$ cat config.mk
export PLATFORM = sky130hd
export DESIGN_NAME = pdp8_iot_master_flat
export DESIGN_NICKNAME = d
export VERILOG_FILES = /design/src/rtl/pdp8_iot_master_if.sv /design/src/rtl/pdp8_iot_master.sv /design/src/flat_wrapper.sv
export SDC_FILE = /design/constraint.sdc
export NUM_CORES = 1
export LEC_CHECK = 0
export ABC_AREA = 1
export CAP_MARGIN = 20
export CORE_MARGIN = 3
export CORE_UTILIZATION = 44
export CTS_BUF_LIST = sky130_fd_sc_hd__clkbuf_4
export DETAILED_ROUTE_END_ITERATION = 10
export HOLD_SLACK_MARGIN = 0.02
export PLACE_DENSITY = 0.92
export REMOVE_ABC_BUFFERS = 1
export SYNTH_ARGS = -nofsm -noshare
export SYNTH_HDL_FRONTEND = slang
export SYNTH_SLANG_ARGS = --single-unit
export TNS_END_PERCENT = 30
$ cat constraint.sdc
create_clock -name clk -period 1.4 [get_ports clk]
set_input_delay 0.28 -clock clk [delete_from_list [all_inputs] [get_ports clk]]
set_output_delay 0.28 -clock clk [all_outputs]
set_load 0.02 [all_outputs]
$ cat src/rtl/pdp8_iot_master_if.sv
// PDP-8 I/O bus between the CPU-side IOT initiator and the device side.
// The master drives the IOT phase, instruction, select and AC lines.
interface pdp8_iot_master_if;
   logic        iot;
   logic [3:0]  state;
   logic [11:0] mb;
   logic [5:0]  io_select;
   logic [11:0] io_data_in;
   logic [11:0] io_data_out;
   logic        io_data_avail;
   logic        io_skip;
   logic        io_clear_ac;
   logic        io_interrupt;

   modport master (
      output iot, state, mb, io_select, io_data_in,
      input  io_data_out, io_data_avail, io_skip,
      input  io_clear_ac, io_interrupt
   );

   modport slave (
      input  iot, state, mb, io_select, io_data_in,
      output io_data_out, io_data_avail, io_skip,
      output io_clear_ac, io_interrupt
   );
endinterface

$ cat src/rtl/pdp8_iot_master.sv
// PDP-8 IOT sequencer: runs one IOT per start, merges device responses,
// and owns the interrupt enable (ION/IOF/SKON) with the ION delay.
module pdp8_iot_master (
   input  logic        clk,
   input  logic        reset,
   input  logic        start,
   input  logic [11:0] ir,
   input  logic [11:0] ac_in,
   input  logic        instr_done,
   input  logic        int_ack,
   pdp8_iot_master_if.master bus,
   output logic        busy,
   output logic        done,
   output logic [11:0] ac_out,
   output logic        ac_load,
   output logic        skip,
   output logic        ion,
   output logic        int_req
);

   typedef enum logic [3:0] {
      S_IDLE = 4'h0,
      S_F0   = 4'h1,
      S_F1   = 4'h2,
      S_F2   = 4'h3,
      S_F3   = 4'h4
   } state_e;

   state_e      state_q, state_d;
   logic [11:0] mb_q, mb_d;
   logic [5:0]  sel_q, sel_d;
   logic [11:0] din_q, din_d;
   logic        skp_r_q, skp_r_d;
   logic        clr_r_q, clr_r_d;
   logic        avl_r_q, avl_r_d;
   logic [11:0] dat_r_q, dat_r_d;
   logic        done_q, done_d;
   logic [11:0] ac_out_q, ac_out_d;
   logic        ac_load_q, ac_load_d;
   logic        skip_q, skip_d;
   logic        ion_q, ion_d;
   logic        pend_q, pend_d;
   logic        io_int_q, io_int_d;
   logic        int_req_q, int_req_d;
   logic        accept;

   always_comb begin
      state_d   = state_q;
      mb_d      = mb_q;
      sel_d     = sel_q;
      din_d     = din_q;
      skp_r_d   = skp_r_q;
      clr_r_d   = clr_r_q;
      avl_r_d   = avl_r_q;
      dat_r_d   = dat_r_q;
      done_d    = 1'b0;
      ac_out_d  = 12'o0000;
      ac_load_d = 1'b0;
      skip_d    = 1'b0;
      ion_d     = ion_q;
      pend_d    = pend_q;
      io_int_d  = bus.io_interrupt;
      int_req_d = ion_q & io_int_q;
      accept    = (state_q == S_IDLE) && start
                  && (ir[11:9] == 3'b110);

      // The ION instruction's own instr_done lands in its done cycle
      if (instr_done && pend_q && !done_q) begin
         ion_d  = 1'b1;
         pend_d = 1'b0;
      end

      unique case (state_q)
         S_IDLE: begin
            if (accept) begin
               mb_d  = ir;
               sel_d = ir[8:3];
               din_d = ac_in;
               if (ir[8:3] != 6'o00) begin
                  state_d = S_F0;
               end else begin
                  done_d = 1'b1;
                  case (ir[2:0])
                     3'd0: begin
                        skip_d = ion_q;
                        ion_d  = 1'b0;
                        pend_d = 1'b0;
                     end
                     3'd1: pend_d = 1'b1;
                     3'd2: begin
                        ion_d  = 1'b0;
                        pend_d = 1'b0;
                     end
                     default: ;
                  endcase
               end
            end
         end
         S_F0: state_d = S_F1;
         S_F1: state_d = S_F2;
         S_F2: begin
            skp_r_d = bus.io_skip;
            clr_r_d = bus.io_clear_ac;
            avl_r_d = bus.io_data_avail;
            dat_r_d = bus.io_data_out;
            state_d = S_F3;
         end
         S_F3: begin
            done_d    = 1'b1;
            ac_out_d  = (clr_r_q ? 12'o0000 : din_q)
                        | (avl_r_q ? dat_r_q : 12'o0000);
            ac_load_d = clr_r_q | avl_r_q;
            skip_d    = skp_r_q;
            state_d   = S_IDLE;
         end
         default: state_d = S_IDLE;
      endcase

      if (int_ack) begin
         ion_d  = 1'b0;
         pend_d = 1'b0;
      end
   end

   always_ff @(posedge clk) begin
      if (reset) begin
         state_q   <= S_IDLE;
         mb_q      <= 12'o0000;
         sel_q     <= 6'o00;
         din_q     <= 12'o0000;
         skp_r_q   <= 1'b0;
         clr_r_q   <= 1'b0;
         avl_r_q   <= 1'b0;
         dat_r_q   <= 12'o0000;
         done_q    <= 1'b0;
         ac_out_q  <= 12'o0000;
         ac_load_q <= 1'b0;
         skip_q    <= 1'b0;
         ion_q     <= 1'b0;
         pend_q    <= 1'b0;
         io_int_q  <= 1'b0;
         int_req_q <= 1'b0;
      end else begin
         state_q   <= state_d;
         mb_q      <= mb_d;
         sel_q     <= sel_d;
         din_q     <= din_d;
         skp_r_q   <= skp_r_d;
         clr_r_q   <= clr_r_d;
         avl_r_q   <= avl_r_d;
         dat_r_q   <= dat_r_d;
         done_q    <= done_d;
         ac_out_q  <= ac_out_d;
         ac_load_q <= ac_load_d;
         skip_q    <= skip_d;
         ion_q     <= ion_d;
         pend_q    <= pend_d;
         io_int_q  <= io_int_d;
         int_req_q <= int_req_d;
      end
   end

   assign bus.iot        = (state_q != S_IDLE);
   assign bus.state      = state_q;
   assign bus.mb         = mb_q;
   assign bus.io_select  = sel_q;
   assign bus.io_data_in = din_q;
   assign busy           = (state_q != S_IDLE);
   assign done           = done_q;
   assign ac_out         = ac_out_q;
   assign ac_load        = ac_load_q;
   assign skip           = skip_q;
   assign ion            = ion_q;
   assign int_req        = int_req_q;

endmodule

$ cat src/flat_wrapper.sv
// flat-port wrapper written by rule: the top's interface ports become plain ports
module pdp8_iot_master_flat 
  (clk, reset, start, ir, ac_in, instr_done, int_ack, busy, done, ac_out, ac_load, skip, ion, int_req, bus_iot, bus_state, bus_mb, bus_io_select, bus_io_data_in, bus_io_data_out, bus_io_data_avail, bus_io_skip, bus_io_clear_ac, bus_io_interrupt);
  pdp8_iot_master_if bus_i ();
  input  logic clk;
  input  logic reset;
  input  logic start;
  input  logic [11:0] ir;
  input  logic [11:0] ac_in;
  input  logic instr_done;
  input  logic int_ack;
  output logic busy;
  output logic done;
  output logic [11:0] ac_out;
  output logic ac_load;
  output logic skip;
  output logic ion;
  output logic int_req;
  output wire logic [$bits(bus_i.iot)-1:0] bus_iot;
  output wire logic [$bits(bus_i.state)-1:0] bus_state;
  output wire logic [$bits(bus_i.mb)-1:0] bus_mb;
  output wire logic [$bits(bus_i.io_select)-1:0] bus_io_select;
  output wire logic [$bits(bus_i.io_data_in)-1:0] bus_io_data_in;
  input wire logic [$bits(bus_i.io_data_out)-1:0] bus_io_data_out;
  input wire logic [$bits(bus_i.io_data_avail)-1:0] bus_io_data_avail;
  input wire logic [$bits(bus_i.io_skip)-1:0] bus_io_skip;
  input wire logic [$bits(bus_i.io_clear_ac)-1:0] bus_io_clear_ac;
  input wire logic [$bits(bus_i.io_interrupt)-1:0] bus_io_interrupt;
  assign bus_iot = bus_i.iot;
  assign bus_state = bus_i.state;
  assign bus_mb = bus_i.mb;
  assign bus_io_select = bus_i.io_select;
  assign bus_io_data_in = bus_i.io_data_in;
  assign bus_i.io_data_out = bus_io_data_out;
  assign bus_i.io_data_avail = bus_io_data_avail;
  assign bus_i.io_skip = bus_io_skip;
  assign bus_i.io_clear_ac = bus_io_clear_ac;
  assign bus_i.io_interrupt = bus_io_interrupt;
  pdp8_iot_master u_core (.clk(clk), .reset(reset), .start(start), .ir(ir), .ac_in(ac_in), .instr_done(instr_done), .int_ack(int_ack), .bus(bus_i), .busy(busy), .done(done), .ac_out(ac_out), .ac_load(ac_load), .skip(skip), .ion(ion), .int_req(int_req));
endmodule
==> results of run 1 <==
[cells in the final DEF, fill, tap and decap left out, types with 2 or more instances in the layout]
| cell | count |
|---|---|
| nor2_1 | 98 |
| dfxtp_1 | 54 |
| clkdlybuf4s50_1 | 44 |
| buf_4 | 23 |
| clkbuf_2 | 16 |
| o21ai_0 | 15 |
| a22oi_1 | 12 |
| o21ai_1 | 12 |
| clkbuf_4 | 12 |
| dlygate4sd2_1 | 12 |
| nand2_1 | 11 |
| clkdlybuf4s15_1 | 11 |
| clkdlybuf4s15_2 | 10 |
| inv_1 | 8 |
| o21ai_2 | 8 |
| inv_2 | 5 |
| nor2_2 | 5 |
| dfxtp_2 | 5 |
| buf_12 | 4 |
| nand3_1 | 3 |
| nor2_4 | 2 |
| nand2_4 | 2 |
| nand4_1 | 2 |
| a21oi_1 | 2 |
| clkinv_2 | 2 |
| buf_6 | 2 |
| dfxtp_4 | 2 |
[worst min-delay path: stages]
cell	delay, ns
clkdlybuf4s50_1	0.40
inv_1	0.05
nor2_1	0.03
[state kept, by name, summed over array words and instances (netlist names), 3 cells and up]
name and cells:
u_core.ac_out 12, u_core.bus.io_data_in 12, u_core.bus.io_select 5, u_core.bus.mb 7
u_core.bus.state 3, u_core.dat_r_q 12
[what timing repair did]
action                                  4_1_cts  5_1_grt
endpoints found under the setup margin       52       40
pin swaps                                     1        0
setup buffers                                 2        0
hold endpoints to repair                      0        0
resized for setup                           100       39
[cell families (layout without fill, tap and decap cells)]
kind of cell	Yosys count	in the layout	share of synthesized area, %
flip-flops	61	61	52.2
AND/OR/NAND/NOR	128	128	23.6
buffers and inverters	35	151	9.47
AO/OA/AOI/OAI	52	52	14.5
other	1	1	0.160
[stage by stage]
stage | setup WS [ns] | power (W) | utilization, % | cell area (µm²) | setup TNS, ns
global placement | -0.121 | 0.00251 | 69.8 | 3450 | -3.22
finish | 0.0169 | 0.00349 | 70.9 | 3500 | 0
detailed placement | -0.180 | 0.00253 | 69.8 | 3450 | -4.32
CTS | -0.0133 | 0.00351 | 71.8 | 3550 | -0.0373
floorplan | 0.0678 | 0.00213 | - | 2170 | 0
global route | -0.0575 | 0.00364 | 70.9 | 3500 | -0.119
[report_power, final]
group          switching (W)  leakage, nW  total [W]  internal, W
registers          0.0000466        0.497    0.00184      0.00179
logic               0.000315        0.948   0.000648     0.000333
clock network       0.000597       0.0646    0.00100     0.000405
total               0.000958         1.51    0.00349      0.00253
[cells in the mapped netlist]
library cell  instances
o21ai_1              12
nor3b_1               1
buf_2                 2
a22oi_1              12
o21ai_0              15
nand4_1               2
nor2_4                2
clkbuf_1              3
o21ai_2               8
nand2_1              11
a21oi_1               2
nand2_4               2
conb_1                1
nor2_8                1
buf_6                 7
inv_2                 5
a31oi_1               1
nor3_1                1
nor4_1                1
nor2_1              100
nand2_2               1
dfxtp_1              61
inv_1                 8
nor2_2                3
nand3_1               3
clkbuf_2              1
a21boi_0              1
o31ai_4               1
buf_4                 9
[cell type report]
type,instances,area [µm²]
fill,413,1440
sequential,61,1230
timing repair buffer,123,1130
multi-input combinational,181,902
clock buffer,12,90.1
tap,67,83.8
inverter,13,48.8
clock inverter,3,13.8
[final timing paths]
check                                          from               to  slack [ns]  cells after the start
worst max-delay path            u_core.bus.state[1]          bus_iot        0.02                      3
worst max register to register  u_core.bus.state[1]   u_core.clr_r_q        0.08                      7
worst min-delay path               bus_io_interrupt  u_core.io_int_q        0.41                      3
worst min register to register      u_core.io_int_q   u_core.int_req        0.43                      2
[metal layers]
metal	wire length [µm]	part of all wire, %	track usage (%)
met5	0	0	0
met4	91	1.4	8.76
met3	664	10	8.84
met2	3080	48	37.6
met1	2620	41	25.2
==> impl_metrics.toml, run 1 <==
[clock_tree]
cts_max_path_buffers = 2
cts_tree = "yes"
cts_sinks = 61
clk_latency_ns = 0.39
cts.hold.buffers_added = 0
numCtsBuffers = 9
htreeDepth = 3
path_clk_slew_ns = 0.09
cts_root_buffer = "clkbuf_4"

[drt]
routed_wl_um = 6460
vias_per_cell = 4.94
wire_per_inst_um = 14.0
vias = 2273
firstDrtPassIters = 5
initialDrtViolationCount = 120
drtAntennaViolNets = 0
drc = 0

[logic_synthesis]
ys.warnings.count = 0
yosys-top-cells-area = "dfxtp_1 (52%), nor2_1 (16%), a22oi_1 (3.9%), buf_6 (3.4%), o21ai_0 (3.2%)"
synth_area_um2 = 2340
seq_area_frac_synth_pct = 52.2
netlist_instances = 277
avgSynthCellArea_um2 = 8.45
synth.ff_latch_count = 61
yosys.area.top_type_share_pct = 52.2
yosys.area.top_type = "dfxtp_1"
yosysUniqueCellTypes = 29

[sta]
fin_crit_sh_pct = 98.8
rsz0062_at_grt = "true"
drv_slew = 0
clock_skew_ns = 0.0102
tightest_slew_ns = 0.539
fin_crit_ns = 1.38
slew_headroom_pct = 64.0
finalHoldViolations = 0
fmax_ghz = 0.723
setup_violations = 0
fin_hold_ws_ns = 0.409

[layout]
finalNonFillerCells = 460
final_nets = 434
drive_gt1_share_pct = 26.0
area_growth_pct = 49.7
insertedDiodeCount = 0

[worst_setup_path]
crit_path_end_kind = "output pin"
arrival_ns = 1.10
cp_max_fo = 3
path_buf_inv = 1
worstPathRequired_ns = 1.12
path_class = "register to output pin"
start_kind = "register"
critPathMaxStageDelay_ns = 0.36
cp_cell_sequence = "nor2_4, nand2_4, buf_6"
cp_top_family = "flip-flops"
crit_path_top_delay_cell = "dfxtp_4"

[status]
status = "complete, no violations"

[job]
maxCapViolations = 0

[floorplanning]
fp-row-count = 25
core_area_um2 = 4940
num_io_pins = 98
die_h_um = 78.9
fp.dieW_um = 78.9
start_util_pct = 47.3
dieArea_um2 = 6230

[global_routing]
gr-total-overflow = 0
antenna_found_initial = 0
grt_pass1_wl_um = 10800
grt_usage_pct = 22.3
first_global_vias = 2334
grt_max_degree = 21

[placed_design]
place_hpwl_um = 4750
port_buffers = 96
dp_cells = 443
gp_congestion = 0.760

[power]
power_density_nw_per_um2 = 996
p_leak_nw = 1.51
vdd_ir_drop_max_uv = 503

[worst_hold_path]
min_path_type = "input port to register"
Power figures use the tool's default switching activity.
==> run 2, diff against run 1 <==
--- a/config.mk
+++ b/config.mk
@@ -7,12 +7,11 @@
 export LEC_CHECK = 0
 export ABC_AREA = 1
 export CAP_MARGIN = 20
-export CORE_MARGIN = 3
-export CORE_UTILIZATION = 44
+export CORE_UTILIZATION = 45
 export CTS_BUF_LIST = sky130_fd_sc_hd__clkbuf_4
 export DETAILED_ROUTE_END_ITERATION = 10
 export HOLD_SLACK_MARGIN = 0.02
-export PLACE_DENSITY = 0.92
+export PLACE_DENSITY = 0.94
 export REMOVE_ABC_BUFFERS = 1
 export SYNTH_ARGS = -nofsm -noshare
 export SYNTH_HDL_FRONTEND = slang
==> constraint.sdc (replaced) <==
create_clock -name clk -period 1.6 [get_ports clk]
set_input_delay 0.32 -clock clk [delete_from_list [all_inputs] [get_ports clk]]
set_output_delay 0.32 -clock clk [all_outputs]
set_load 0.02 [all_outputs]
==> run 2 against run 1 <==
  * Final area is 2.9% lower
  * Worst setup slack better by 0.11 ns
  * Critical path depth is 2 lower
  * Global-route usage rose by 1.3 points
==> impl_metrics.toml, run 2 (synthesized netlist as in run 1, its figures left out) <==
[global_routing]
antenna_found_initial = 0
grt_max_degree = 20
first_global_vias = 2086
grt_pass1_wl_um = 9480
grt_usage_pct = 23.6
gr-total-overflow = 0

[power]
p_sw_w = 0.000798
clock_power_share_pct = 28.2
power_density_nw_per_um2 = 862
internal_power_w = 0.00213
sw_frac_of_total_pct = 27.2
power_frac_seq_pct = 54.8
vdd_ir_drop_max_uv = 446
power_frac_comb_pct = 17.1
p_leak_nw = 1.58

[floorplanning]
core_area_um2 = 4850
fp.dieW_um = 74.1
start_util_pct = 48.3
die_h_um = 74.1
dieArea_um2 = 5490
num_io_pins = 98
fp-row-count = 25

[clock_tree]
htreeDepth = 3
cts.hold.buffers_added = 0
path_clk_slew_ns = 0.10
clk_latency_ns = 0.38
cts_root_buffer = "clkbuf_4"
cts_max_path_buffers = 2
cts_tree = "yes"
cts_sinks = 61
numCtsBuffers = 9

[drt]
routed_wl_um = 6110
drc = 0
initialDrtViolationCount = 88
vias_per_cell = 4.97
firstDrtPassIters = 4
drtAntennaViolNets = 0
wire_per_inst_um = 13.7
vias = 2211

[sta]
finalHoldViolations = 0
fin_tns_setup_ns = 0
fin_crit_ns = 1.47
fin_crit_sh_pct = 91.9
rsz0062_at_grt = "false"
drv_slew = 0
tightest_slew_ns = 0.541
setup_violations = 0
fmax_ghz = 0.680
fin_hold_ws_ns = 0.427
clock_skew_ns = 0.0129
slew_headroom_pct = 63.9

[worst_setup_path]
crit_path_end_kind = "output pin"
worstPathRequired_ns = 1.28
cp_max_fo = 4
path_class = "register to output pin"
crit_path_top_delay_cell = "dfxtp_2"
start_kind = "register"
arrival_ns = 1.15
path_buf_inv = 1
cp_top_family = "flip-flops"
cp_cell_sequence = "dlygate4sd2_1"
critPathMaxStageDelay_ns = 0.39

[layout]
insertedDiodeCount = 0
final_nets = 420
seq_area_um2 = 1220
num-fill-cells = 404
drive_gt1_share_pct = 14.3
multi_input_area_um2 = 897
most-common-layout-cells = "nor2_1 (100), dfxtp_1 (59), dlygate4sd2_1 (50)"
final_common_cell = "nor2_1"
fin_util_pct = 70.1
area_growth_pct = 45.3

[placed_design]
port_buffers = 96
gp_congestion = 0.763
place_hpwl_um = 4520

[status]
status = "complete, no violations"

[worst_hold_path]
min_path_type = "register to register"

[job]
maxCapViolations = 0
run 2: cell count changes in the layout (fill, tap and decap cells not counted), sizes merged:
cell / delta
dlygate4sd2: +38
clkdlybuf4s15: -21
buf: -17
clkbuf: -15
run 2: repair_timing:
item                                    4_1_cts  5_1_grt
hold endpoints to repair                      0        0
resized for setup                            56        2
buffers inserted                              0        0
endpoints found under the setup margin       52        2
run 2: path summary, 6_finish.rpt:
check                       from                   endpoint  slack [ns]  depth (start not counted)
min reg2reg      u_core.io_int_q             u_core.int_req        0.43                          2
max          u_core.bus.state[2]               bus_state[2]        0.13                          1
max reg2reg  u_core.bus.state[0]  u_core.bus.io_data_in[10]        0.23                          8
min              u_core.io_int_q             u_core.int_req        0.43                          2
run 2: layer usage:
layer	vias to the layer above	wire length [µm]	part of all wire (%)	track usage, %
li1	1078	-	-	-
met4	0	51	0.83	7.91
met3	6	413	6.8	8.27
met1	1031	2500	41	25.7
met5	-	0	0	0
met2	96	3140	51	42.5
run 2: stage by stage:
step	area, µm²	power, W	setup slack (ns)	instances
2_1_floorplan	2170	0.00186	0.268	255
3_3_place_gp	3370	0.00216	0.0458	431
3_5_place_dp	3370	0.00218	-0.0510	431
4_1_cts	3410	0.00296	0.00600	445
5_1_grt	3400	0.00308	0.0702	445
6_report	3400	0.00293	0.130	445
run 2: power by group through the flow:
stage / logic [W] / clock network, W / registers, W
2_1_floorplan: 0.000181 / 0 / 0.00168
3_3_place_gp: 0.000526 / 0 / 0.00164
3_5_place_dp: 0.000541 / 0 / 0.00164
4_1_cts: 0.000510 / 0.000845 / 0.00161
5_1_grt: 0.000540 / 0.000926 / 0.00161
6_report: 0.000500 / 0.000826 / 0.00161
run 2: layout make-up:
class / count / area share (%)
timing repair buffer: 109 / 30.8
inverter: 13 / 1.44
clock inverter: 3 / 0.442
sequential: 61 / 36.0
tap: 67 / 2.47
clock buffer: 11 / 2.43
multi-input combinational: 181 / 26.4
==> run 3, diff against run 2 <==
--- a/config.mk
+++ b/config.mk
@@ -6,7 +6,6 @@
 export NUM_CORES = 1
 export LEC_CHECK = 0
 export ABC_AREA = 1
-export CAP_MARGIN = 20
 export CORE_UTILIZATION = 45
 export CTS_BUF_LIST = sky130_fd_sc_hd__clkbuf_4
 export DETAILED_ROUTE_END_ITERATION = 10
==> results of run 3 <==
Same layout as run 2: the final DEF is identical, and so are final timing and power.
